$ cat config.mk
export PLATFORM = sky130hd
export DESIGN_NAME = mc_control_unit
export DESIGN_NICKNAME = d
export VERILOG_FILES = /design/src/rtl/mc_control_unit.sv
export SDC_FILE = /design/constraint.sdc
export NUM_CORES = 1
export LEC_CHECK = 0
export CELL_PAD_IN_SITES_DETAIL_PLACEMENT = 1
export CELL_PAD_IN_SITES_GLOBAL_PLACEMENT = 2
export CORE_MARGIN = 4
export CORE_UTILIZATION = 22
export CTS_CLUSTER_SIZE = 10
export DETAILED_ROUTE_END_ITERATION = 8
export PLACE_DENSITY = 0.91
export SLEW_MARGIN = 40
export SYNTH_ARGS = -nofsm -noshare
export SYNTH_HDL_FRONTEND = slang
export SYNTH_SLANG_ARGS = --single-unit
$ cat constraint.sdc
create_clock -name clk -period 2 [get_ports clk]
set_clock_uncertainty 0.1 [all_clocks]
set_input_delay 0.4 -clock clk [delete_from_list [all_inputs] [get_ports clk]]
set_output_delay 0.4 -clock clk [all_outputs]
set_load 0.02 [all_outputs]
$ cat src/rtl/mc_control_unit.sv
// mc_control_unit: multicycle ARM controller (FSM, ALU decoder, NZCV flags, condition check).
// Optional MC_CMP_EN adds CMP (cmd 1010) as a flag-setting SUB with no register write-back.
module mc_control_unit #(
    parameter logic [3:0] NZCV_RESET = 4'b0000
) (
    input  logic        clk,
    input  logic        Reset,
    input  logic [19:0] Instr_fields,
    input  logic [3:0]  ALUFlags,
    output logic        PCWrite,
    output logic        RegWrite,
    output logic        IRWrite,
    output logic        MemWrite,
    output logic        AdrSrc,
    output logic        ALUSrcA,
    output logic [1:0]  ALUSrcB,
    output logic [1:0]  ResultSrc,
    output logic [1:0]  RegSrc,
    output logic [1:0]  ImmSrc,
    output logic [1:0]  ALUCtrl
);
    typedef enum logic [3:0] {
        FETCH, DECODE, MEMADR, MEMREAD, MEMWB, MEMWRITE, EXECR, EXECI, ALUWB, BRANCH
    } state_t;

    state_t      state_q, state_d;
    logic [3:0]  flags_q, flags_d;
    logic        cond_ex_q, cond_ex_d;
    logic [3:0]  cond, cmd, rd;
    logic [1:0]  op;
    logic [5:0]  funct;
    logic        s_bit, l_bit, rd_pc;
    logic [1:0]  alu_dec, flag_w;
    logic        no_write, cond_ex;
    logic        n_f, z_f, c_f, v_f;
    logic        pc_write, reg_write, ir_write, mem_write;
    logic        unused_rn;

    assign cond      = Instr_fields[19:16];
    assign op        = Instr_fields[15:14];
    assign funct     = Instr_fields[13:8];
    assign rd        = Instr_fields[3:0];
    assign unused_rn = ^Instr_fields[7:4];
    assign cmd       = funct[4:1];
    assign s_bit     = funct[0];
    assign l_bit     = funct[0];
    assign rd_pc     = (rd == 4'hf);
    assign {n_f, z_f, c_f, v_f} = flags_q;

    assign RegSrc = {(op == 2'b01) & ~l_bit, (op == 2'b10)};
    assign ImmSrc = op;

    always_comb begin
        alu_dec  = 2'b00;
        no_write = 1'b0;
        flag_w   = {s_bit, 1'b0};
        case (cmd)
            4'b0100: flag_w[0] = s_bit;
            4'b0010: begin
                alu_dec   = 2'b01;
                flag_w[0] = s_bit;
            end
            4'b0000: alu_dec = 2'b10;
            4'b1100: alu_dec = 2'b11;
`ifdef MC_CMP_EN
            4'b1010: begin
                alu_dec  = 2'b01;
                no_write = 1'b1;
                flag_w   = 2'b11;
            end
`endif
            default: begin
                no_write = 1'b1;
                flag_w   = 2'b00;
            end
        endcase
    end

    always_comb begin
        cond_ex = 1'b0;
        case (cond)
            4'h0: cond_ex = z_f;
            4'h1: cond_ex = ~z_f;
            4'h2: cond_ex = c_f;
            4'h3: cond_ex = ~c_f;
            4'h4: cond_ex = n_f;
            4'h5: cond_ex = ~n_f;
            4'h6: cond_ex = v_f;
            4'h7: cond_ex = ~v_f;
            4'h8: cond_ex = c_f & ~z_f;
            4'h9: cond_ex = ~c_f | z_f;
            4'ha: cond_ex = (n_f == v_f);
            4'hb: cond_ex = (n_f != v_f);
            4'hc: cond_ex = ~z_f & (n_f == v_f);
            4'hd: cond_ex = z_f | (n_f != v_f);
            4'he: cond_ex = 1'b1;
            default: cond_ex = 1'b0;
        endcase
    end

    always_ff @(posedge clk or negedge Reset) begin
        if (!Reset) begin
            state_q   <= FETCH;
            flags_q   <= NZCV_RESET;
            cond_ex_q <= 1'b0;
        end else begin
            state_q   <= state_d;
            flags_q   <= flags_d;
            cond_ex_q <= cond_ex_d;
        end
    end

    always_comb begin
        state_d   = FETCH;
        flags_d   = flags_q;
        cond_ex_d = (state_q == DECODE) ? cond_ex : cond_ex_q;
        if ((state_q == EXECR || state_q == EXECI) && cond_ex_q) begin
            if (flag_w[1]) flags_d[3:2] = ALUFlags[3:2];
            if (flag_w[0]) flags_d[1:0] = ALUFlags[1:0];
        end
        case (state_q)
            FETCH:    state_d = DECODE;
            DECODE:   state_d = (op == 2'b01) ? MEMADR :
                                (op == 2'b10) ? BRANCH :
                                (op == 2'b00) ? (funct[5] ? EXECI : EXECR) : FETCH;
            MEMADR:   state_d = l_bit ? MEMREAD : MEMWRITE;
            MEMREAD:  state_d = MEMWB;
            EXECR:    state_d = ALUWB;
            EXECI:    state_d = ALUWB;
            default:  state_d = FETCH;
        endcase
    end

    always_comb begin
        pc_write  = 1'b0;
        reg_write = 1'b0;
        ir_write  = 1'b0;
        mem_write = 1'b0;
        AdrSrc    = 1'b0;
        ALUSrcA   = 1'b0;
        ALUSrcB   = 2'b00;
        ResultSrc = 2'b00;
        ALUCtrl   = 2'b00;
        case (state_q)
            FETCH: begin
                ir_write  = 1'b1;
                pc_write  = 1'b1;
                ALUSrcA   = 1'b1;
                ALUSrcB   = 2'b10;
                ResultSrc = 2'b10;
            end
            DECODE: begin
                ALUSrcA   = 1'b1;
                ALUSrcB   = 2'b10;
                ResultSrc = 2'b10;
            end
            MEMADR: ALUSrcB = 2'b01;
            MEMREAD: AdrSrc = 1'b1;
            MEMWB: begin
                ResultSrc = 2'b01;
                reg_write = cond_ex_q & ~rd_pc;
                pc_write  = cond_ex_q & ~no_write & rd_pc;
            end
            MEMWRITE: begin
                AdrSrc    = 1'b1;
                mem_write = cond_ex_q;
            end
            EXECR: ALUCtrl = alu_dec;
            EXECI: begin
                ALUSrcB = 2'b01;
                ALUCtrl = alu_dec;
            end
            ALUWB: begin
                reg_write = cond_ex_q & ~no_write & ~rd_pc;
                pc_write  = cond_ex_q & ~no_write & rd_pc;
            end
            BRANCH: begin
                ALUSrcB   = 2'b01;
                ResultSrc = 2'b10;
                pc_write  = cond_ex_q;
            end
            default: ;
        endcase
    end

    // strobes must be inert the moment Reset falls, independent of the state register
    assign PCWrite  = pc_write & Reset;
    assign RegWrite = reg_write & Reset;
    assign IRWrite  = ir_write & Reset;
    assign MemWrite = mem_write & Reset;
endmodule
Yosys cells after proc, flatten, opt, wreduce, memory -nomap -nowiden
Cells that the tools add are included.
{"block": "op_classes", "n_eq_ne": 31, "muxes": 19, "bitwise_logic": 19, "reduce_logical": 16}
{"operator": "$eq A4 B4 Y1 const B", "count": 11}
{"operator": "$eq A4 B3 Y1 const B", "count": 9}
{"operator": "$eq A4 B2 Y1 const B", "count": 5}
{"operator": "$pmux W4 S5", "count": 1}
{"operator": "$pmux W1 S15", "count": 1}
{"operator": "$logic_not A4 Y1", "count": 3}
{"operator": "$and A1 B1 Y1", "count": 11}
{"operator": "$reduce_or A2 Y1", "count": 5}
{"operator": "$eq A4 B1 Y1 const B", "count": 2}
{"operator": "$mux W4", "count": 2}
{"operator": "$pmux W2 S2", "count": 2}
{"operator": "$mux W1", "count": 7}
{"operator": "$mux W3", "count": 2}
{"operator": "$not A1 Y1", "count": 6}
{"operator": "$pmux W2 S3", "count": 1}
{"operator": "$reduce_or A3 Y1", "count": 2}
{"operator": "$reduce_and A2 Y1", "count": 2}
{"operator": "$reduce_or A4 Y1", "count": 1}
{"operator": "$pmux W1 S3", "count": 1}
{"operator": "$eq A2 B1 Y1 const B", "count": 1}
{"operator": "$eq A2 B2 Y1 const B", "count": 1}
{"operator": "$logic_not A2 Y1", "count": 1}
{"operator": "$mux W2", "count": 1}
{"operator": "$or A1 B1 Y1", "count": 2}
{"operator": "other kinds (5)", "count": 5}
{"block": "totals", "ff_bits": 9, "in_bits": 26, "output_inout_bits": 16, "word_cells": 89}

Longest topological paths before layout
{"block": "logic_depth", "ltp_word": 6, "mapped_depth": 6, "mapped_depth_nobuf": 5}

Least setup slack after synthesis
Ideal clock, no wire load.
{"block": "synth_timing", "path_kind": "register to output", "start": "reg state_q[3]", "end": "out ALUCtrl[1]", "arrival_ns": 1.400, "t_required_ns": 1.500, "path_slack_ns": 0.100, "path_stages_with_launch": 5, "path_buffers": 1, "cell_sequence": "dfrtp_1 buf_2 nor2b_4 nand2_1 nor4_1"}
{"block": "synth_via", "elab_chain_len": 3, "elab_cells_between_ends": 4, "classes_between": "eq/ne (2); mux (1); reduce/logical (1)"}
{"item": "start: declaration", "line_no": "26", "rtl": "state_t state_q, state_d;"}
{"item": "start signal: assignment", "line_no": "107", "rtl": "state_q <= state_d;"}
{"item": "$eq A4 B3 Y1", "line_no": "144", "rtl": "case (state_q)"}
{"item": "$reduce_or A2 Y1 (no line) (*)"}
{"item": "$mux W2 (*)", "line_no": "144"}
{"item": "end: declaration", "line_no": "20", "rtl": "output logic [1:0] ALUCtrl"}
Mark *: on every way between the ends. The rest lies on a longest branch, timed or not.

Worst setup path after layout
{"block": "layout_timing", "start": "in Instr_fields[12]", "end": "out RegWrite"}
{"block": "layout_via", "elab_chain_len": 6, "elab_cells_between_ends": 9, "classes_between": "eq/ne (3); mux (1); bitwise (3); reduce/logical (2)"}
{"item": "start: declaration", "line_no": "8", "rtl": "input logic [19:0] Instr_fields,"}
{"item": "$eq A4 B4 Y1 (tied with other cells)", "line_no": "57", "rtl": "case (cmd)"}
{"item": "$reduce_or A4 Y1 (no line) (*)"}
{"item": "$and A1 B1 Y1 (*) (2 in series)", "line_no": "174", "rtl": "reg_write = cond_ex_q & ~no_write & ~rd_pc;"}
{"item": "$pmux W1 S2 (*)", "line_no": "144"}
{"item": "$and A1 B1 Y1 (*)", "line_no": "188", "rtl": "assign RegWrite = reg_write & Reset;"}
{"item": "end: declaration", "line_no": "11", "rtl": "output logic RegWrite,"}
Marks and branches as above.

==> metrics.md <==
| Metric | Value |
|---|---|
| Register area share after synthesis | `0.2532` |
| Total Power | `1.467 mW` |
| Vias per inst | `4.833` |
| CP peak stage delay | `290 ps` |
| Req. time, crit path | `1500 ps` |
| Max-slew headroom | `0.7500` |
| Fin util | `0.3965` |
| Period utilization | `0.9777` |
| First-pass GRT wire length | `5292 µm` |
| R2R Setup Slk | `260 ps` |
| Multi-input gate area | `626.9 µm²` |
| CP Data Arrival Time | `1460 ps` |
| Post-synth net total | `135` |
| Fin Hold WS | `196.5 ps` |
| Synth unique cells | `41` |
| CTS H-tree lvls | `1` |
| Detailed-route wire length | `3059 µm` |
| P_leak | `0.6754 nW` |
| Nets@finish | `194` |
| CP max FO | `2` |
| Fin crit period | `1955 ps` |
| Area grow syn2layout | `68.07%` |
| WL per Instance | `14.23 µm` |
| Count of final max-slew check failures | `0` |
| Filler cells | `468` |
| Worst path cell trace | `dlygate4sd2_1, nor2_4, o21bai_4, buf_4, o21ai_1, and3_1, buf_6` |
| Outcome | `complete, no violations` |
| Reg2Reg Launch Point | `state_q[3]$_DFF_PN0_` |
| DRC Markers | `0` |
| Die width | `71.59 µm` |
| Final setup viols | `0` |
| Register bit total from synthesis | `9` |
| Pre-CTS setup slack | `-697.6 ps` |
| Detail Route Antenna Nets | `0` |
| Warnings from Yosys | `0` |
| Antenna Cells | `0` |
| CTS tree | `built` |
| RSZ-0062 raised after global routing | `yes` |
| Reg2reg end | `flags_q[0]$_DFFE_PN0P_` |
| Top cell type by total area after synthesis | `dfrtp_1` |
| Final worst setup slack | `44.51 ps` |
| Mean area per synthesized cell | `8.161 µm²` |
| Remaining global-route overflow | `0` |
| Die height | `71.59 µm` |
| Dpl hpwl | `2553 µm` |
| Worst hold-check path type | `primary input to asynchronous set/reset pin` |
| Master of the slowest instance on the critical path | `dlygate4sd2_1` |
| FF-to-FF path depth | `5` |
| Die area | `5125 µm²` |
| Final number of hold-violating endpoints | `0` |
| Row count | `22` |
| Number of flops mapped to enable cells by yosys | `0` |
| Synth top area share | `0.2532` |
| Synthesized cell area | `889.6 µm²` |
| CTS Buffer Depth | `2` |
| Critical path class | `primary input to output pin` |
| DRT Pass-1 Iters | `4` |
| Clock root buffer | `clkbuf_8` |
| Power density cells | `981.2 nW/µm²` |
| Share of cells above drive strength 1 | `0.3533` |
| GR Util All Layers | `0.1261` |
| Max_cap viols | `0` |
| Gpl congestion | `0.7823` |
| Reg area | `229.0 µm²` |
| I/O Pins | `42` |
| Vias in the first global route | `1110` |
| F_max | `511.4 MHz` |
| Area of the core | `3771 µm²` |
| IO buf count | `37` |
| Iter 0 DRT Violations | `6` |
| Post-Syn Instances | `109` |
| Clock transition at path regs | `50 ps` |
| Top cells by area, synth | `dfrtp_1, nor3_1, mux2_2` |
| Slew @ Worst Pin | `374.4 ps` |
| Maximum number of pins on one net before global-route repair | `12` |
| Starting Density | `0.2359` |
| # clock sinks | `9` |
| DR vias | `1039` |
| Critical Path End Type | `output pin` |
| Top_reg_cell synth | `dfrtp_1` |
| Max VDD drop | `0.4170 mV` |
| FFs w/ async S/R, synth | `1.000` |
| Worst skew pair latency | `230 ps` |
| Type of origin of the critical path | `primary input` |
| TritonCTS buffer count | `3` |
| Initial antenna violation count | `0` |
-- logic make-up (layout without fill, tap and decap cells) --
group | Yosys count | count (layout) | share of synthesized area
simple gates | 51 | 51 | 0.3587
xor+xnor | 4 | 4 | 0.03939
flops | 9 | 9 | 0.2532
compound gates | 26 | 26 | 0.1913
buf+inv | 13 | 71 | 0.08439
mux | 6 | 6 | 0.07313
-- Yosys cell counts, types with 3 or more instances --
cell type,instances
a21oi_1,4
buf_2,4
buf_4,3
dfrtp_1,9
inv_1,3
mux2_2,4
nand2_1,5
nand2b_1,4
nor2_1,10
nor2b_1,4
nor3_1,10
nor3b_1,4
o21ai_0,8
xnor2_1,3
-- sequential cells by signal, indices dropped and copies added (netlist names) --
register / count
state_q: 4
flags_q: 4
cond_ex_q: 1
-- cell usage in the layout, fill, tap and decap left out, types with 3 or more instances in the layout --
cell type / instances
nor3_1: 10
inv_1: 3
clkbuf_2: 3
nor2b_1: 3
o21ai_1: 3
nor3b_1: 4
nand2b_1: 4
nor2_1: 8
clkbuf_8: 3
buf_2: 5
nand2_1: 4
dfrtp_1: 6
o21ai_0: 5
dlygate4sd2_1: 10
mux2_2: 4
clkdlybuf4s50_1: 15
dfrtp_2: 3
xnor2_1: 3
buf_4: 28
a21oi_1: 4
-- critical path: cells and delay by family --
kind | cells | cell delay, ps
AOI/OAI and AO/OA | 2 | 170
buffers and inverters | 3 | 560
and+or+nand+nor | 2 | 320
-- layer usage --
| layer | routed length, µm | GRT usage | vias to the layer above |
|---|---|---|---|
| met4 | 10 | 0.01670 | 0 |
| met2 | 1730 | 0.2388 | 17 |
| met1 | 1200 | 0.1467 | 507 |
| li1 | - | - | 513 |
| met5 | 0 | 0 | - |
| met3 | 117 | 0.02805 | 2 |
-- cell type report --
cell class,count,area share
well taps,48,0.04017
inverters,3,0.007531
flip-flops and latches,9,0.1531
repair buffers,64,0.3498
multi-input cells,87,0.4192
clock buffers,4,0.03013
-- through the flow --
| step | TNS [ps] | instances | instance area, µm² |
|---|---|---|---|
| 2_1_floorplan | 0 | 109 | 889.6 |
| 3_3_place_gp | -3386 | 209 | 1444 |
| 3_5_place_dp | -4272 | 209 | 1444 |
| 4_1_cts | -2.655 | 215 | 1513 |
| 5_1_grt | -9.725 | 215 | 1495 |
| 6_report | 0 | 215 | 1495 |
-- timing repair --
action,in CTS,in global routing
resized for setup,60,15
gates cloned,0,0
pin swaps,3,0
setup buffers,2,0
setup endpoints to repair,16,11
hold buffers,0,0
-- worst max path at each step --
stage	slack, ps	depth (start not counted)	start	end
finish	40	7	Instr_fields[12]	RegWrite
global placement	-570	6	Instr_fields[11]	PCWrite
global route	-9	7	Instr_fields[12]	ALUCtrl[0]
detailed placement	-700	6	Instr_fields[11]	PCWrite
floorplan	100	4	state_q[3]$_DFF_PN0_	ALUCtrl[1]
CTS	-3	3	state_q[1]$_DFF_PN0_	ALUSrcA
-- report_power, final --
group	switching, mW	internal, mW
sequential	0.114	0.245
combinational	0.454	0.443
clock	0.0726	0.139
(Power assumes the default switching activity.)
